**src/rtl/max7219_fb_driver.sv**
```systemverilog
`default_nettype none
// ============================================================================
// Module   : max7219_fb_driver
// Brief    : Streams a flat framebuffer to a cascaded MAX7219 8x8 array over
//            SPI, with automatic chain initialisation after reset.
// Revision : 1.0 - initial release
// ============================================================================
module max7219_fb_driver #(
    parameter int SEG_ROWS = 3,
    parameter int SEG_COLS = 2,
    parameter int CYCLES   = 1
) (
    input  logic                            i_Clk,
    input  logic                            i_Rst,
    input  logic [SEG_ROWS*SEG_COLS*64-1:0] i_FB,
    input  logic [3:0]                      i_Intensity,
    input  logic                            i_Update,
    output logic                            o_Busy,
    output logic                            o_Frame_Done,
    output logic                            o_SPI_Stb,
    output logic                            o_SPI_Clk,
    output logic                            o_SPI_Din
);
    localparam int c_num_dev = SEG_ROWS * SEG_COLS;
    localparam int c_fb_w    = c_num_dev * 64;
    localparam int c_row_w   = SEG_COLS * 8;
    localparam int c_sr_w    = c_num_dev * 16;
    localparam int c_bit_w   = $clog2(c_sr_w);
    localparam int c_div_w   = (CYCLES > 1) ? $clog2(CYCLES) : 1;
    localparam logic [c_bit_w-1:0] c_bit_last = c_bit_w'(c_sr_w - 1);
    localparam logic [c_div_w-1:0] c_div_last = c_div_w'(CYCLES - 1);

    localparam logic [2:0] c_st_init  = 3'd0;
    localparam logic [2:0] c_st_idle  = 3'd1;
    localparam logic [2:0] c_st_snap  = 3'd2;
    localparam logic [2:0] c_st_shift = 3'd3;
    localparam logic [2:0] c_st_latch = 3'd4;
    localparam logic [2:0] c_st_gap   = 3'd5;

    logic [2:0]         r_state;
    logic               r_init_mode;
    logic [3:0]         r_xfer;
    logic [c_div_w-1:0] r_div;
    logic [c_bit_w-1:0] r_bit;
    logic [c_sr_w-1:0]  r_shift;
    logic [c_fb_w-1:0]  r_fb;
    logic [3:0]         r_int;
    logic               r_pending;
    logic               r_busy;
    logic               r_done;
    logic               r_stb;
    logic               r_sclk;
    logic               r_din;

    // Whole-chain payload for one transfer; device k occupies bits [16k +: 16]
    // so the MSB end (device N-1) leaves the shifter first.
    function automatic logic [c_sr_w-1:0] f_build(input logic is_init, input logic [3:0] idx,
                                                  input logic [c_fb_w-1:0] fb,
                                                  input logic [3:0] inten);
        logic [15:0]       w_bc;
        logic [c_sr_w-1:0] w_v;
        w_v = '0;
        if (is_init) begin
            case (idx)
                4'd0:    w_bc = 16'h0F00;
                4'd1:    w_bc = 16'h0B07;
                4'd2:    w_bc = 16'h0900;
                4'd3:    w_bc = {12'h0A0, inten};
                default: w_bc = 16'h0C01;
            endcase
        end else begin
            w_bc = {12'h0A0, inten};
        end
        if (!is_init && idx != 4'd0) begin
            for (int r = 0; r < SEG_ROWS; r++) begin
                for (int c = 0; c < SEG_COLS; c++) begin
                    w_v[16*(r*SEG_COLS+c) +: 16] =
                        {4'h0, idx, fb[(8*r + int'(idx) - 1)*c_row_w + 8*c +: 8]};
                end
            end
        end else begin
            for (int k = 0; k < c_num_dev; k++) w_v[16*k +: 16] = w_bc;
        end
        return w_v;
    endfunction

    logic              w_ld_init;
    logic [3:0]        w_ld_idx;
    logic [3:0]        w_ld_int;
    logic [c_sr_w-1:0] w_load;
    logic              w_last_xfer;

    always_comb begin
        w_ld_init   = (r_state == c_st_init) || (r_state == c_st_gap && r_init_mode);
        w_ld_idx    = (r_state == c_st_gap) ? (r_xfer + 4'd1) : 4'd0;
        w_ld_int    = (r_state == c_st_gap && !r_init_mode) ? r_int : i_Intensity;
        w_load      = f_build(w_ld_init, w_ld_idx, r_fb, w_ld_int);
        w_last_xfer = (r_xfer == (r_init_mode ? 4'd4 : 4'd8));
    end

    always_ff @(posedge i_Clk or negedge i_Rst) begin
        if (!i_Rst) begin
            r_state     <= c_st_init;
            r_init_mode <= 1'b1;
            r_xfer      <= 4'd0;
            r_div       <= '0;
            r_bit       <= '0;
            r_shift     <= '0;
            r_fb        <= '0;
            r_int       <= 4'd0;
            r_pending   <= 1'b0;
            r_busy      <= 1'b1;
            r_done      <= 1'b0;
            r_stb       <= 1'b1;
            r_sclk      <= 1'b0;
            r_din       <= 1'b0;
        end else begin
            r_done <= 1'b0;
            if (i_Update && r_state != c_st_idle) r_pending <= 1'b1;
            case (r_state)
                c_st_init: begin
                    r_init_mode <= 1'b1;
                    r_xfer      <= 4'd0;
                    r_shift     <= w_load;
                    r_din       <= w_load[c_sr_w-1];
                    r_stb       <= 1'b0;
                    r_sclk      <= 1'b0;
                    r_div       <= '0;
                    r_bit       <= '0;
                    r_state     <= c_st_shift;
                end
                c_st_idle: begin
                    if (i_Update) begin
                        r_busy  <= 1'b1;
                        r_state <= c_st_snap;
                    end
                end
                c_st_snap: begin
                    r_fb        <= i_FB;
                    r_int       <= i_Intensity;
                    r_init_mode <= 1'b0;
                    r_xfer      <= 4'd0;
                    r_shift     <= w_load;
                    r_din       <= w_load[c_sr_w-1];
                    r_stb       <= 1'b0;
                    r_sclk      <= 1'b0;
                    r_div       <= '0;
                    r_bit       <= '0;
                    r_state     <= c_st_shift;
                end
                c_st_shift: begin
                    if (r_div == c_div_last) begin
                        r_div <= '0;
                        if (!r_sclk) begin
                            r_sclk <= 1'b1;
                        end else begin
                            // Falling SCLK is the only point where Din advances
                            r_sclk <= 1'b0;
                            if (r_bit == c_bit_last) begin
                                r_state <= c_st_latch;
                            end else begin
                                r_bit   <= r_bit + 1'b1;
                                r_shift <= {r_shift[c_sr_w-2:0], 1'b0};
                                r_din   <= r_shift[c_sr_w-2];
                            end
                        end
                    end else begin
                        r_div <= r_div + 1'b1;
                    end
                end
                c_st_latch: begin
                    if (r_div == c_div_last) begin
                        r_div   <= '0;
                        r_stb   <= 1'b1;
                        r_state <= c_st_gap;
                    end else begin
                        r_div <= r_div + 1'b1;
                    end
                end
                c_st_gap: begin
                    if (r_div != c_div_last) begin
                        r_div <= r_div + 1'b1;
                    end else if (!w_last_xfer) begin
                        r_xfer  <= r_xfer + 4'd1;
                        r_shift <= w_load;
                        r_din   <= w_load[c_sr_w-1];
                        r_stb   <= 1'b0;
                        r_sclk  <= 1'b0;
                        r_div   <= '0;
                        r_bit   <= '0;
                        r_state <= c_st_shift;
                    end else begin
                        r_done      <= !r_init_mode;
                        r_init_mode <= 1'b0;
                        r_div       <= '0;
                        if (r_pending || i_Update) begin
                            r_pending <= 1'b0;
                            r_state   <= c_st_snap;
                        end else begin
                            r_busy  <= 1'b0;
                            r_state <= c_st_idle;
                        end
                    end
                end
                default: r_state <= c_st_init;
            endcase
        end
    end

    assign o_Busy       = r_busy;
    assign o_Frame_Done = r_done;
    assign o_SPI_Stb    = r_stb;
    assign o_SPI_Clk    = r_sclk;
    assign o_SPI_Din    = r_din;
endmodule
`default_nettype wire

```
**config.mk**
```make
export PLATFORM = sky130hd
export DESIGN_NAME = max7219_fb_driver
export DESIGN_NICKNAME = d
export VERILOG_FILES = /design/src/rtl/max7219_fb_driver.sv
export SDC_FILE = /design/constraint.sdc
export NUM_CORES = 1
export LEC_CHECK = 0
export ABC_AREA = 1
export CORE_MARGIN = 8
export CORE_UTILIZATION = 49
export CTS_CLUSTER_DIAMETER = 100
export DETAILED_ROUTE_END_ITERATION = 10
export GPL_TIMING_DRIVEN = 0
export PLACE_DENSITY = 0.77
export SYNTH_ARGS = -nofsm -noshare
export SYNTH_HDL_FRONTEND = slang
export SYNTH_SLANG_ARGS = --single-unit
```
**constraint.sdc**
```tcl
create_clock -name i_Clk -period 3 [get_ports i_Clk]
set_input_delay 0.6 -clock i_Clk [delete_from_list [all_inputs] [get_ports i_Clk]]
set_output_delay 0.6 -clock i_Clk [all_outputs]
set_load 0.005 [all_outputs]
```
==> results.cfg <==
[outcome]
status = finished, final reports clean

[floorplanning]
placement_rows = 81
initial_utilization_pct = 49.6
dieArea_sq_mm = 0.0571
die_h_um = 239
fp.dieW_um = 239
core-area_sq_mm = 0.0491
io_pins = 396

[drt]
routed_via_density = 5.84
drcViolationCount = 0
antenna_left = 0
wl_mm = 97.3
vias = 23100
first_pass_iters = 6
wl_per_cell_um = 24.6
drt-initial-drc-count = 3116

[critical_path]
startpoint_type = flop
worstReg2RegStart = r_xfer[0]
crit_arrival_ns = 3.42
crit_path_start = r_xfer[0]
cp.required_ns = 3.48
worst-setup-path-type = reg2reg
cp-end-kind = flop
cp_max_fo = 19

[place]
place_hpwl_mm = 74.0
dpl.cell_count = 3849
place_area_sq_mm = 0.0293
io_buffers = 395
gp_congestion = 0.972

[cells_and_area]
layout.core_utilization_pct = 64.3
fillers = 4066
finalInstanceArea_sq_mm = 0.0315
layout.nets = 3645
drive_above_1_share_pct = 14.9
syn_to_final_growth_pct = 29.5
stdcell_count = 3953

[timing]
setup_viol = 0
hold_viol = 0
max_freq_mhz = 340
drv_slew = 0
holdWs_ns = 0.462
period_minus_slack_ns = 2.94
tightest_slew_ns = 1.40
max_slew_margin_pct = 6.77
fin_worst_skew_ns = 0.0219
post-route-period-util_pct = 98.0

[power_and_ir_drop]
leakage_nw = 14.6
ir_drop_uv = 678
seq_power_share_pct = 34.8
p_sw_mw = 13.8
p_int_mw = 20.0
clkPwrFrac_pct = 21.3
p_comb_share_pct = 43.9
fin_total_pwr_mw = 33.8
p_sw_share_pct = 40.8
power_density_mw_per_mm2 = 1070

[hold_path]
hp-start = o_SPI_Stb
hp-class = reg2reg

[clock_network]
htreeDepth = 2
cts-root-buf = clkbuf_16
clockBufferDepth = 3
clk_latency_ns = 0.63
clkTransAtPathRegs_ns = 0.06
cts_made_buffers = 53
cts_tree = built
cts.sinks = 504

[logic_synthesis]
ys_types = 42
synth_area_per_cell_sq_um = 8.74
synth_seq_cells = 504
ys_seq_area_share_pct = 51.8
synth_cells = 2786
syn_nets = 3184
synth.yosys.warnings = 0
synth_area_sq_mm = 0.0244

[grt]
track_usage_pct = 33.4
grt_pass1_wl_mm = 143
grt_pass1_vias = 23300
grt_max_degree = 129
grt-ovfl-total = 0
antenna_found_initial = 3

[flow_run]
max-cap-violations = 0
-- placed cells by master, fill, tap and decap left out, types with 19 or more instances in the layout --
cell / count
a21oi_1: 253
buf_2: 57
clkbuf_1: 67
clkbuf_16: 56
clkbuf_8: 19
clkdlybuf4s50_1: 394
dfrtp_1: 498
inv_1: 232
mux2_2: 228
nand2_1: 611
nand3_1: 333
nor2_1: 236
o211ai_1: 29
o21ai_0: 55
o22ai_1: 25
-- flip-flops by register name, summed over array words and instances (netlist names) --
signal and flops:
r_pending 1, o_SPI_Clk 1, r_bit 7, r_int 4, o_SPI_Din 1, r_fb 384
o_Busy 1, r_xfer 4, o_SPI_Stb 1, o_Frame_Done 1, r_init_mode 1, r_shift 95
r_state 3
-- what timing repair did --
item | CTS | global route
pin swaps | 2 | 4
hold buffers | 1 | 0
setup endpoints to repair | 158 | 49
gates cloned | 0 | 0
buffers inserted | 2 | 6
endpoints found under the hold margin | 15 | 0
resized for setup | 82 | 29
-- synth_stat cells --
cell	instances	share of area, %
a211oi_1	1	0.031
a21oi_1	253	5.2
a221oi_1	1	0.036
a22oi_1	10	0.31
a31oi_1	1	0.026
buf_1	24	0.37
buf_2	60	1.2
buf_4	4	0.12
buf_6	8	0.37
clkbuf_1	83	1.3
clkinv_1	1	0.015
dfrtp_1	501	51
dfstp_2	3	0.32
ha_1	7	0.36
inv_1	232	3.6
inv_2	10	0.15
mux2_2	228	11
nand2_1	620	9.6
nand2_2	7	0.18
nand2_4	1	0.046
nand3_1	337	6.9
nand3_2	1	0.041
nand3_4	1	0.072
nand3b_1	3	0.092
nand4_1	9	0.23
nand4_2	1	0.051
nor2_1	236	3.6
nor2_2	4	0.10
nor2_4	4	0.18
nor2_8	1	0.082
nor3_1	4	0.082
nor3_2	1	0.041
nor3b_1	2	0.062
o211ai_1	29	0.89
o211ai_2	2	0.10
o21ai_0	56	1.2
o21ai_1	10	0.21
o21ai_4	1	0.067
o22ai_1	25	0.64
o311ai_0	1	0.036
o31ai_1	1	0.031
or2_2	2	0.051
-- worst paths after layout --
path,to,slack [ns],cells after the start
min in group asynchronous,r_fb[26],0.54,2
worst max register to register,r_shift[22],0.06,12
worst max-delay path,r_shift[22],0.06,12
worst min register to register,o_SPI_Stb,0.46,2
max in group asynchronous,r_fb[157],0.78,4
worst min-delay path,o_SPI_Stb,0.46,2
-- kinds of logic (layout without fill, tap and decap cells) --
kind of cell | Yosys count | in the layout | synth area share, %
buffers and inverters | 422 | 924 | 7.12
adders and majority gates | 7 | 7 | 0.360
and+or+nand+nor | 1234 | 1234 | 21.4
AOI/OAI and AO/OA | 391 | 391 | 8.73
DFF | 504 | 504 | 51.8
muxes | 228 | 228 | 10.5
other | 0 | 1 | 0
-- routing by layer --
metal	share of wire, %	track usage [%]	up-vias
met5	0.014	0	-
met4	5.7	18.2	2
met3	9.7	6.17	285
met2	45	52.0	1381
met1	39	44.2	11400
li1	-	-	10000
-- critical path: stages, from the launching register on --
cell	delay [ns]
dfrtp_2	0.41
clkinv_4	0.11
clkbuf_16	0.23
ha_1	0.31
nand2_2	0.13
ha_4	0.42
buf_8	0.19
buf_4	0.25
o211ai_1	0.14
nand3_1	0.16
nand3_1	0.15
o211ai_1	0.18
nand3_1	0.11
-- power groups by stage --
| stage | Sequential, mW | Clock (mW) | Combinational (mW) |
|---|---|---|---|
| after global routing | 12.0 | 7.45 | 16.0 |
| after floorplan | 11.1 | 0 | 9.43 |
| after detailed placement | 11.7 | 0 | 14.1 |
| after global placement | 11.7 | 0 | 13.7 |
| after CTS | 11.7 | 7.20 | 14.4 |
| final | 11.7 | 7.19 | 14.8 |
-- per-stage QoR --
step                setup WS, ns  TNS, ns
floorplan                 0.0296        0
global placement          -20.49        -
global route             -0.0100  -0.0294
CTS                       0.0241        0
finish                    0.0589        0
detailed placement         -2.07  -115.75
-- layout make-up --
| type | instances | area, sq um | share of cell area (%) |
|---|---|---|---|
| Antenna cell | 1 | 2.50 | 0.00794 |
| Buffer | 177 | 1020 | 3.24 |
| Clock buffer | 77 | 1620 | 5.14 |
| Clock inverter | 19 | 287 | 0.909 |
| Inverter | 243 | 925 | 2.93 |
| Multi-Input combinational cell | 1860 | 10100 | 32.0 |
| Sequential cell | 504 | 12600 | 40.0 |
| Tap cell | 664 | 831 | 2.64 |
| Timing Repair Buffer | 408 | 4140 | 13.1 |
Power figures use the tool's default switching activity.
